**src/rtl/serializer_pkg.sv**
```systemverilog
// rtl/serializer_pkg.sv - shared types, defaults and sizing helpers for byte_serializer
package serializer_pkg;

  localparam int DEFAULT_DATA_W = 8;

  typedef enum logic [1:0] {
    IDLE  = 2'd0,
    SHIFT = 2'd1,
    GAP   = 2'd2
  } state_t;

  // Bits needed to hold values 0..n inclusive.
  function automatic int cnt_width(input int n);
    return $clog2(n + 1);
  endfunction

endpackage

```
**src/rtl/serializer_bit_counter.sv**
```systemverilog
// rtl/serializer_bit_counter.sv - clear/enable up-counter with terminal-count flag
module serializer_bit_counter #(
  parameter int W = 4
) (
  input  logic         clk,
  input  logic         rst,
  input  logic         clear,
  input  logic         en,
  input  logic [W-1:0] last,
  output logic [W-1:0] count,
  output logic         tc
);

  // Clear wins over enable so a reload always restarts the sequence at zero.
  always_ff @(posedge clk or posedge rst) begin
    if (rst) begin
      count <= '0;
    end else if (clear) begin
      count <= '0;
    end else if (en) begin
      count <= count + W'(1);
    end
  end

  assign tc = (count == last);

endmodule

```
**src/rtl/byte_serializer.sv**
```systemverilog
// rtl/byte_serializer.sv - valid/ready parallel-in, serial-out stage; SERIALIZER_PARITY_EN appends an even-parity bit
module byte_serializer
  import serializer_pkg::*;
#(
  parameter int DATA_W     = DEFAULT_DATA_W,
  parameter int MSB_FIRST  = 1,
  parameter int GAP_CYCLES = 0
) (
  input  logic              clk,
  input  logic              rst,
  input  logic [DATA_W-1:0] din,
  input  logic              din_valid,
  output logic              din_ready,
  output logic              ser_out,
  output logic              ser_en,
  output logic              ser_last,
  output logic              busy
);

`ifdef SERIALIZER_PARITY_EN
  localparam int FRAME_LEN = DATA_W + 1;
`else
  localparam int FRAME_LEN = DATA_W;
`endif
  localparam int CW = cnt_width(DATA_W);
  localparam int GW = cnt_width(15);
  localparam logic [CW-1:0] BIT_LAST = CW'(FRAME_LEN - 1);
  localparam logic [GW-1:0] GAP_LAST = GW'((GAP_CYCLES > 0) ? GAP_CYCLES - 1 : 0);
  localparam bit HAS_GAP = (GAP_CYCLES > 0);

  state_t            state, state_n;
  logic              pend_full, pend_full_n;
  logic [DATA_W-1:0] pend_data;
  logic [DATA_W-1:0] frame_q, frame_src;
  logic [CW-1:0]     bit_cnt, next_idx;
  logic              bit_tc;
  logic [GW-1:0]     gap_cnt;
  logic              gap_tc;
  logic              gap_cnt_unused;
  logic              accept, load;
  logic              ser_out_d, ser_en_d, ser_last_d, busy_d;

  // Bit of frame f sent at position idx, honouring the bit order and trailing parity.
  function automatic logic bit_at(input logic [DATA_W-1:0] f, input logic [CW-1:0] idx);
    logic [DATA_W-1:0] ord;
    logic              b;
    for (int i = 0; i < DATA_W; i++) begin
      ord[i] = (MSB_FIRST != 0) ? f[i] : f[DATA_W-1-i];
    end
    ord = ord << idx;
    b   = ord[DATA_W-1];
`ifdef SERIALIZER_PARITY_EN
    if (idx == CW'(DATA_W)) begin
      b = ^f;
    end
`endif
    return b;
  endfunction

  assign din_ready      = ~pend_full;
  assign accept         = din_valid & din_ready;
  assign gap_cnt_unused = ^gap_cnt;

  serializer_bit_counter #(.W(CW)) u_bit_cnt (
    .clk   (clk),
    .rst   (rst),
    .clear (load),
    .en    ((state == SHIFT) && !bit_tc),
    .last  (BIT_LAST),
    .count (bit_cnt),
    .tc    (bit_tc)
  );

  serializer_bit_counter #(.W(GW)) u_gap_cnt (
    .clk   (clk),
    .rst   (rst),
    .clear ((state == SHIFT) && bit_tc),
    .en    ((state == GAP) && !gap_tc),
    .last  (GAP_LAST),
    .count (gap_cnt),
    .tc    (gap_tc)
  );

  // State register.
  always_ff @(posedge clk or posedge rst) begin
    if (rst) begin
      state <= IDLE;
    end else begin
      state <= state_n;
    end
  end

  // Next state; load marks the edge that moves pend into the shifter.
  always_comb begin
    state_n = state;
    load    = 1'b0;
    case (state)
      IDLE: begin
        if (pend_full) begin
          load    = 1'b1;
          state_n = SHIFT;
        end
      end
      SHIFT: begin
        if (bit_tc) begin
          if (HAS_GAP) begin
            state_n = GAP;
          end else if (pend_full) begin
            load    = 1'b1;
            state_n = SHIFT;
          end else begin
            state_n = IDLE;
          end
        end
      end
      GAP: begin
        if (gap_tc) begin
          if (pend_full) begin
            load    = 1'b1;
            state_n = SHIFT;
          end else begin
            state_n = IDLE;
          end
        end
      end
      default: state_n = IDLE;
    endcase
  end

  // Output decode: values the registered outputs take after the coming edge.
  always_comb begin
    pend_full_n = pend_full;
    if (accept) begin
      pend_full_n = 1'b1;
    end else if (load) begin
      pend_full_n = 1'b0;
    end
    frame_src  = load ? pend_data : frame_q;
    next_idx   = load ? '0 : bit_cnt + CW'(1);
    ser_en_d   = (state_n == SHIFT);
    ser_out_d  = ser_en_d & bit_at(frame_src, next_idx);
    ser_last_d = ser_en_d & (next_idx == BIT_LAST);
    busy_d     = (state_n != IDLE) | pend_full_n;
  end

  // One-deep pending buffer; accept and load never coincide.
  always_ff @(posedge clk or posedge rst) begin
    if (rst) begin
      pend_full <= 1'b0;
      pend_data <= '0;
    end else begin
      pend_full <= pend_full_n;
      if (accept) begin
        pend_data <= din;
      end
    end
  end

  // Frame being shifted, captured from pend on load.
  always_ff @(posedge clk or posedge rst) begin
    if (rst) begin
      frame_q <= '0;
    end else if (load) begin
      frame_q <= pend_data;
    end
  end

  // Registered serial outputs.
  always_ff @(posedge clk or posedge rst) begin
    if (rst) begin
      ser_out  <= 1'b0;
      ser_en   <= 1'b0;
      ser_last <= 1'b0;
      busy     <= 1'b0;
    end else begin
      ser_out  <= ser_out_d;
      ser_en   <= ser_en_d;
      ser_last <= ser_last_d;
      busy     <= busy_d;
    end
  end

endmodule

```
**config.mk**
```make
export PLATFORM = sky130hd
export DESIGN_NAME = byte_serializer
export DESIGN_NICKNAME = d
export VERILOG_FILES = /design/src/rtl/serializer_pkg.sv /design/src/rtl/serializer_bit_counter.sv /design/src/rtl/byte_serializer.sv
export SDC_FILE = /design/constraint.sdc
export NUM_CORES = 1
export LEC_CHECK = 0
export ABC_AREA = 1
export ABC_CLOCK_PERIOD_IN_PS = 1900
export CORE_ASPECT_RATIO = 0.5
export CORE_MARGIN = 1.5
export CORE_UTILIZATION = 40
export CTS_CLUSTER_DIAMETER = 60
export DETAILED_ROUTE_END_ITERATION = 16
export SLEW_MARGIN = 40
export SYNTH_ARGS = -nofsm -noshare
export SYNTH_HDL_FRONTEND = slang
export SYNTH_SLANG_ARGS = --single-unit
```
**constraint.sdc**
```tcl
create_clock -name clk -period 1.9 [get_ports clk]
set_clock_uncertainty 0.1 [all_clocks]
set_input_delay 0.38 -clock clk [delete_from_list [all_inputs] [get_ports clk]]
set_output_delay 0.38 -clock clk [all_outputs]
set_load 0.005 [all_outputs]
```
# ---- Word level (Yosys, flattened, before mapping)
# Index checks and enable logic that the tools add are counted.
dict set report classes {
  n_shift 1
  n_reduce_logical 10
  muxes 17
  bitwise_logic 5
  n_eq_ne 5
  addsub 2
}
# operator n
set ops {}
lappend ops {{4-bit two-way mux} 5}
lappend ops {{4-bit by 1-bit adder with 4-bit output (second input constant)} 2}
lappend ops {{4-bit by 3-bit equality test with 1-bit output (second input constant)} 2}
lappend ops {{8-bit two-way mux} 1}
lappend ops {{8-bit by 4-bit left shift with 8-bit output} 1}
lappend ops {{1-bit two-way mux} 6}
lappend ops {{2-bit two-way mux} 3}
lappend ops {{2-bit case mux with 3 select lines} 1}
lappend ops {{2-bit nonzero test} 3}
lappend ops {{2-bit by 1-bit equality test with 1-bit output (second input constant)} 2}
lappend ops {{4-bit logical NOT} 1}
lappend ops {{1-bit AND} 3}
lappend ops {{1-bit logical AND} 3}
lappend ops {{1-bit case mux with 3 select lines} 1}
lappend ops {{2-bit equality test (second input constant)} 1}
lappend ops {{1-bit logical NOT} 2}
lappend ops {{2-bit logical NOT} 1}
lappend ops {{1-bit inverter} 1}
lappend ops {{1-bit bitwise OR} 1}
dict set report word_totals {
  inputBits 11
  reg_bits 31
  wordCells 50
}

# ---- Longest topological paths before layout
dict set report logic_depth {
  word_depth 6
  depth_mapped 14
  ltp_nobuf 13
}

# ---- By module
# Synthesis repeated with hierarchy kept, for this count alone.
dict set report hier_totals {
  cells_unflattened 212
  area_unflattened_um2 1714.1
}
# module area_each_um2 n_inst cells_per_inst seq_area_each_um2
set modules_own_cells {}
lappend modules_own_cells {byte_serializer 1208.7 1 142 575.6}
lappend modules_own_cells {serializer_bit_counter 252.7 2 35 100.1}

# ---- Worst setup path before layout
# OpenSTA, ideal clock, no wires.
dict set report synth_timing {
  path_kind {register to register}
  startpoint {register u_bit_cnt.count[0]}
  endpoint {register ser_out}
  path_buffers 1
  arrival_time_ns 1.455
  synth_period_minus_slack_ns 1.672
  setup_ns 0.117
  slack_ns 0.228
  stages_incl_launch_ff 13
  t_required_ns 1.683
  cell_sequence {dfrtp_1 > ha_1 > nand3_1 > nand2_1 > nand3_2 > nand2_4 > nand2_4 > buf_6 > nand2_2 > nand3_1 > nand2_1 > nand3_1 > nand2_1}
}
dict set report synth_via {
  elab_chain_len 6
  elab_cells_between_ends 11
}
# element line
set synth_lines {}
lappend synth_lines {{from (decl)} serializer_bit_counter.sv:10} ;# output logic [W-1:0] count,
lappend synth_lines {{from (signal assigned)} serializer_bit_counter.sv:21} ;# count <= count + W'(1);
lappend synth_lines {{4-bit by 3-bit equality test with 1-bit output} serializer_bit_counter.sv:25} ;# assign tc = (count == last);
lappend synth_lines {{1-bit two-way mux} byte_serializer.sv:105} ;# if (bit_tc) begin
lappend synth_lines {{1-bit case mux with 3 select lines} byte_serializer.sv:97} ;# case (state)
lappend synth_lines {{8-bit two-way mux / 4-bit two-way mux (equally long branches)} n/a}
lappend synth_lines {{8-bit by 4-bit left shift with 8-bit output} byte_serializer.sv:50} ;# ord = ord << idx;
lappend synth_lines {{1-bit AND *} byte_serializer.sv:141} ;# ser_out_d = ser_en_d & bit_at(frame_src, next_idx);
lappend synth_lines {{named net ser_out_d} byte_serializer.sv:41} ;# logic ser_out_d, ser_en_d, ser_last_d, busy_d;
lappend synth_lines {{to (signal assigned)} byte_serializer.sv:176} ;# ser_out <= ser_out_d;
lappend synth_lines {{to (decl)} byte_serializer.sv:14} ;# output logic ser_out,
# The timed path passes the listed nets; every way through them passes the cells marked *.
# A chain may end at the register's enable or synchronous reset.

# ---- Worst setup path in the final report
dict set report layout_timing {
  startpoint {register pend_full}
  endpoint {output din_ready}
}
dict set report layout_via {
  elab_chain_len 1
}
# element line
set layout_lines {}
lappend layout_lines {{from (decl)} byte_serializer.sv:32} ;# logic pend_full, pend_full_n;
lappend layout_lines {{from (signal assigned)} byte_serializer.sv:152} ;# pend_full <= pend_full_n;
lappend layout_lines {{1-bit inverter} byte_serializer.sv:60} ;# assign din_ready = ~pend_full;
lappend layout_lines {{to (decl)} byte_serializer.sv:13} ;# output logic din_ready,
# No other way between the ends.

==> report_table.html <==
<table>
<tr><th>Metric</th><th>Value</th></tr>
<tr><th colspan="2">Status</th></tr>
<tr><td>Result of the run</td><td>complete, no violations</td></tr>
<tr><th colspan="2">Die</th></tr>
<tr><td>Core footprint</td><td>3880 µm²</td></tr>
<tr><td>Count of pins on the block boundary</td><td>16</td></tr>
<tr><td>Die height</td><td>47.8 µm</td></tr>
<tr><td>Die span in x</td><td>92.6 µm</td></tr>
<tr><td>Effective utilization at floorplan</td><td>41.3%</td></tr>
<tr><td>Die Outline Area</td><td>4430 µm²</td></tr>
<tr><td>Row cnt</td><td>16</td></tr>
<tr><th colspan="2">STA</th></tr>
<tr><td>Min Tclk post-route</td><td>1790 ps</td></tr>
<tr><td>Final max-slew violation count</td><td>0</td></tr>
<tr><td>Worst-case headroom to the max-slew limit</td><td>72.4%</td></tr>
<tr><td>Number of hold-slack violations in the final timing report</td><td>0</td></tr>
<tr><td>Total Negative Setup Slacks</td><td>0 ps</td></tr>
<tr><td>Worst Max-Slew Pin Slew</td><td>414 ps</td></tr>
<tr><td>Max Clk Rate</td><td>557 MHz</td></tr>
<tr><td>Setup Viol. Count Final</td><td>0</td></tr>
<tr><td>Final critical-path share of the clock period</td><td>94.4%</td></tr>
<tr><td>Setup repair after global routing missed its margin</td><td>false</td></tr>
<tr><th colspan="2">Critical path</th></tr>
<tr><td>Worst EP arrival</td><td>1310 ps</td></tr>
<tr><td>Slowest cell on the critical path</td><td>clkdlybuf4s50_1</td></tr>
<tr><td>Critical path endpoint category</td><td>output pin</td></tr>
<tr><td>R2r setup slk</td><td>140 ps</td></tr>
<tr><td>Count of buffering cells on the critical path with inverters included</td><td>2</td></tr>
<tr><td>Logic depth of the worst setup path including buffers</td><td>2</td></tr>
<tr><td>Crit Path Max Fanout</td><td>4</td></tr>
<tr><td>Delay of the slowest cell on the worst path</td><td>520 ps</td></tr>
<tr><td>Startpoint type of the worst setup path</td><td>register</td></tr>
<tr><td>Worst path cell trace</td><td>inv_2 &gt; clkdlybuf4s50_1</td></tr>
<tr><td>Gate family responsible for the most delay along the worst path</td><td>buffers and inverters</td></tr>
<tr><td>Length in cells of the worst reg-to-reg path</td><td>10</td></tr>
<tr><td>Type of the worst setup path</td><td>reg -&gt; out</td></tr>
<tr><td>Data required, critical path</td><td>1420 ps</td></tr>
<tr><th colspan="2">Cells and area</th></tr>
<tr><td>Most frequent cells in the layout</td><td>33 x nand2_1, 30 x dfrtp_1, 27 x inv_1, 24 x nand3_1, 15 x clkdlybuf4s50_1</td></tr>
<tr><td>Most common cell after layout, fill and taps aside</td><td>nand2_1</td></tr>
<tr><td>Count of antenna diodes in the layout</td><td>0</td></tr>
<tr><td>Summed area of non-filler cells in the final layout</td><td>2000 µm²</td></tr>
<tr><td>Share of cells above drive strength 1</td><td>20.4%</td></tr>
<tr><td>NumNets Final</td><td>234</td></tr>
<tr><td>Area overhead of the layout relative to synthesis</td><td>24.9%</td></tr>
<tr><td>Utilization after layout</td><td>51.6%</td></tr>
<tr><th colspan="2">Route</th></tr>
<tr><td>Detailed router's first-iteration violation count</td><td>40</td></tr>
<tr><td>Total wirelength of the detailed-routed design</td><td>3.04 mm</td></tr>
<tr><td>Remaining antenna violation count</td><td>0</td></tr>
<tr><td>Total via count after detailed routing</td><td>1,249</td></tr>
<tr><td>Mean routed wirelength per cell</td><td>11.3 µm</td></tr>
<tr><td>Via density per instance</td><td>4.63</td></tr>
<tr><td>Post-route DRC violation count</td><td>0</td></tr>
<tr><td>First-pass iteration count of the detailed router</td><td>4</td></tr>
<tr><th colspan="2">Yosys</th></tr>
<tr><td>Most common flop cell mapped by yosys</td><td>dfrtp_1</td></tr>
<tr><td>Avg Synthesized Cell Area</td><td>8.63 µm²</td></tr>
<tr><td>#FFs+latches synth</td><td>31</td></tr>
<tr><td>Proportion of synthesized flip-flops having asynchronous set or reset</td><td>100%</td></tr>
<tr><td>Number of warnings issued by yosys</td><td>0</td></tr>
<tr><td>Syn_nets</td><td>204</td></tr>
<tr><td>Post-synthesis sequential area ratio</td><td>48.3%</td></tr>
<tr><td>Cell taking the most area after synthesis</td><td>dfrtp_1</td></tr>
<tr><td>Top-area cell type share of the netlist area</td><td>48.3%</td></tr>
<tr><td>Area of the mapped netlist</td><td>1610 µm²</td></tr>
<tr><td>Ranking of synthesized cells by area</td><td>dfrtp_1 48%, nand2_1 8.4%, nand3_1 7.5%, inv_1 7.0%, ha_1 5.5%</td></tr>
<tr><td>Number of library cell types mapped by synthesis</td><td>27</td></tr>
<tr><td>Number of flops mapped to enable cells by yosys</td><td>0</td></tr>
<tr><td>Post-Synthesis Cells</td><td>186</td></tr>
<tr><th colspan="2">CTS</th></tr>
<tr><td>Total CTS buffers</td><td>5</td></tr>
<tr><td>Clock-pin slew on the worst setup and hold paths</td><td>60 ps</td></tr>
<tr><td>Longest Clk Path Bufs</td><td>2</td></tr>
<tr><td>TritonCTS sink count</td><td>31</td></tr>
<tr><td>Clock latency on the worst-skew pair</td><td>280 ps</td></tr>
<tr><td>H-tree depth reported by CTS</td><td>2</td></tr>
<tr><td>CTS tree</td><td>yes</td></tr>
<tr><td>Hold bufs inserted after CTS</td><td>0</td></tr>
<tr><td>Clock root buffer master</td><td>clkbuf_8</td></tr>
<tr><th colspan="2">Power</th></tr>
<tr><td>Switching Share</td><td>39.3%</td></tr>
<tr><td>PwrDens</td><td>1480 nW/µm²</td></tr>
<tr><td>Share of total power in the clock network</td><td>17.6%</td></tr>
<tr><td>Combinational power share</td><td>47.8%</td></tr>
<tr><td>Largest vdd supply drop</td><td>0.553 mV</td></tr>
<tr><td>Switching pwr</td><td>1.16 mW</td></tr>
<tr><td>Cell-internal power</td><td>1.80 mW</td></tr>
<tr><td>Pleak</td><td>1.00 nW</td></tr>
<tr><td>Register share of total power</td><td>34.5%</td></tr>
<tr><th colspan="2">Min path</th></tr>
<tr><td>Hold Path Class</td><td>reg -&gt; reg</td></tr>
<tr><td>Hold path cells</td><td>2</td></tr>
<tr><th colspan="2">GRT</th></tr>
<tr><td>Pin count of the biggest net entering global routing</td><td>32</td></tr>
<tr><td>Number of antenna violations at the first check in global routing</td><td>0</td></tr>
<tr><td>Total global-route track usage</td><td>14.8%</td></tr>
<tr><td>Number of global-route vias before repair</td><td>1,105</td></tr>
<tr><td>First-pass GRT wire length</td><td>4.79 mm</td></tr>
<tr><td>Total gr overflow</td><td>0</td></tr>
<tr><th colspan="2">Place</th></tr>
<tr><td>Global placement routability congestion</td><td>0.847</td></tr>
<tr><td>Quantity of I/O buffers inserted on ports</td><td>15</td></tr>
<tr><td>Instance area at placement</td><td>1870 µm²</td></tr>
<tr><td>Hpwl dp</td><td>2.23 mm</td></tr>
<tr><th colspan="2">Run</th></tr>
<tr><td>Count of max-cap constraint violations</td><td>0</td></tr>
</table>
==> worst paths after layout <==
path,to,from
setup / recovery,din_ready,pend_full$_DFF_PP0_
min in group asynchronous,ser_en$_DFF_PP0_,rst
hold reg to reg,frame_q[2]$_DFF_PP0_,pend_data[2]$_DFFE_PP0P_
max in group asynchronous,state[1]$_DFF_PP0_,rst
hold / removal,frame_q[2]$_DFF_PP0_,pend_data[2]$_DFFE_PP0P_
setup reg to reg,ser_out$_DFF_PP0_,state[1]$_DFF_PP0_
==> metrics by stage <==
stage	power, mW	cells	hold WS (ps)	worst slack (ps)
after detailed placement	2.37	261	360	80.1
after floorplan	1.99	186	336	228
final	2.96	270	368	106
after global placement	2.35	261	354	87.5
after global routing	3.22	270	405	2.81
after CTS	2.91	268	374	55.3
==> cell families after synthesis <==
family | after synthesis | synth area share [%]
simple gates | 93 | 29.2
buf+inv | 34 | 8.50
flops | 31 | 48.3
compound gates | 16 | 5.22
fa+ha+maj | 7 | 5.46
mux | 4 | 2.81
xor+xnor | 1 | 0.546
==> cell usage after synthesis, types with 4 or more instances <==
| cell | n |
|---|---|
| nand2_1 | 36 |
| dfrtp_1 | 31 |
| inv_1 | 30 |
| nand3_1 | 24 |
| nor2_1 | 13 |
| ha_1 | 7 |
| o21ai_0 | 6 |
| a21oi_1 | 5 |
| nand2_2 | 5 |
| and2_1 | 4 |
| mux2_2 | 4 |
| o21ai_1 | 4 |
==> registers in the layout, summed over array words and instances, names as in the netlist <==
signal           count
pend_data            8
pend_full            1
u_bit_cnt.count      4
state                2
u_gap_cnt.count      4
ser_en               1
ser_last             1
busy                 1
ser_out              1
frame_q              8
==> power by group through the flow <==
| stage | clock network (mW) | logic [mW] | registers, mW |
|---|---|---|---|
| 2_1_floorplan | 0 | 0.970 | 1.02 |
| 3_3_place_gp | 0 | 1.32 | 1.03 |
| 3_5_place_dp | 0 | 1.34 | 1.03 |
| 4_1_cts | 0.534 | 1.35 | 1.02 |
| 5_1_grt | 0.566 | 1.59 | 1.06 |
| 6_report | 0.522 | 1.42 | 1.02 |
==> repair_timing <==
| action | CTS | global route |
|---|---|---|
| gates cloned | 0 | 0 |
| endpoints found under the setup margin | 1 | 3 |
| pin swaps | 0 | 1 |
| setup buffers | 0 | 2 |
| resized for setup | 1 | 11 |
==> tightest hold or removal path: stages, from the launching register on <==
cell and delay (ps):
dfrtp_1 340, nand2_1 60, nand2_1 50
==> per-layer routing <==
metal  routed length (µm)  share of wire, %  GRT usage, %
met2                 1370                45          24.0
met3                  109               3.6          4.76
met5                    0                 0             0
met4                   30              0.99          6.46
met1                 1530                50          19.0
==> final cells by class <==
cell class / count / area [µm²]
repair buffers: 25 / 225
well taps: 54 / 67.6
clock buffers: 6 / 82.6
flip-flops and latches: 31 / 777
multi-input cells: 121 / 727
fillers: 361 / 1880
clock inverters: 1 / 5.00
inverters: 32 / 120
(Power assumes the default switching activity.)
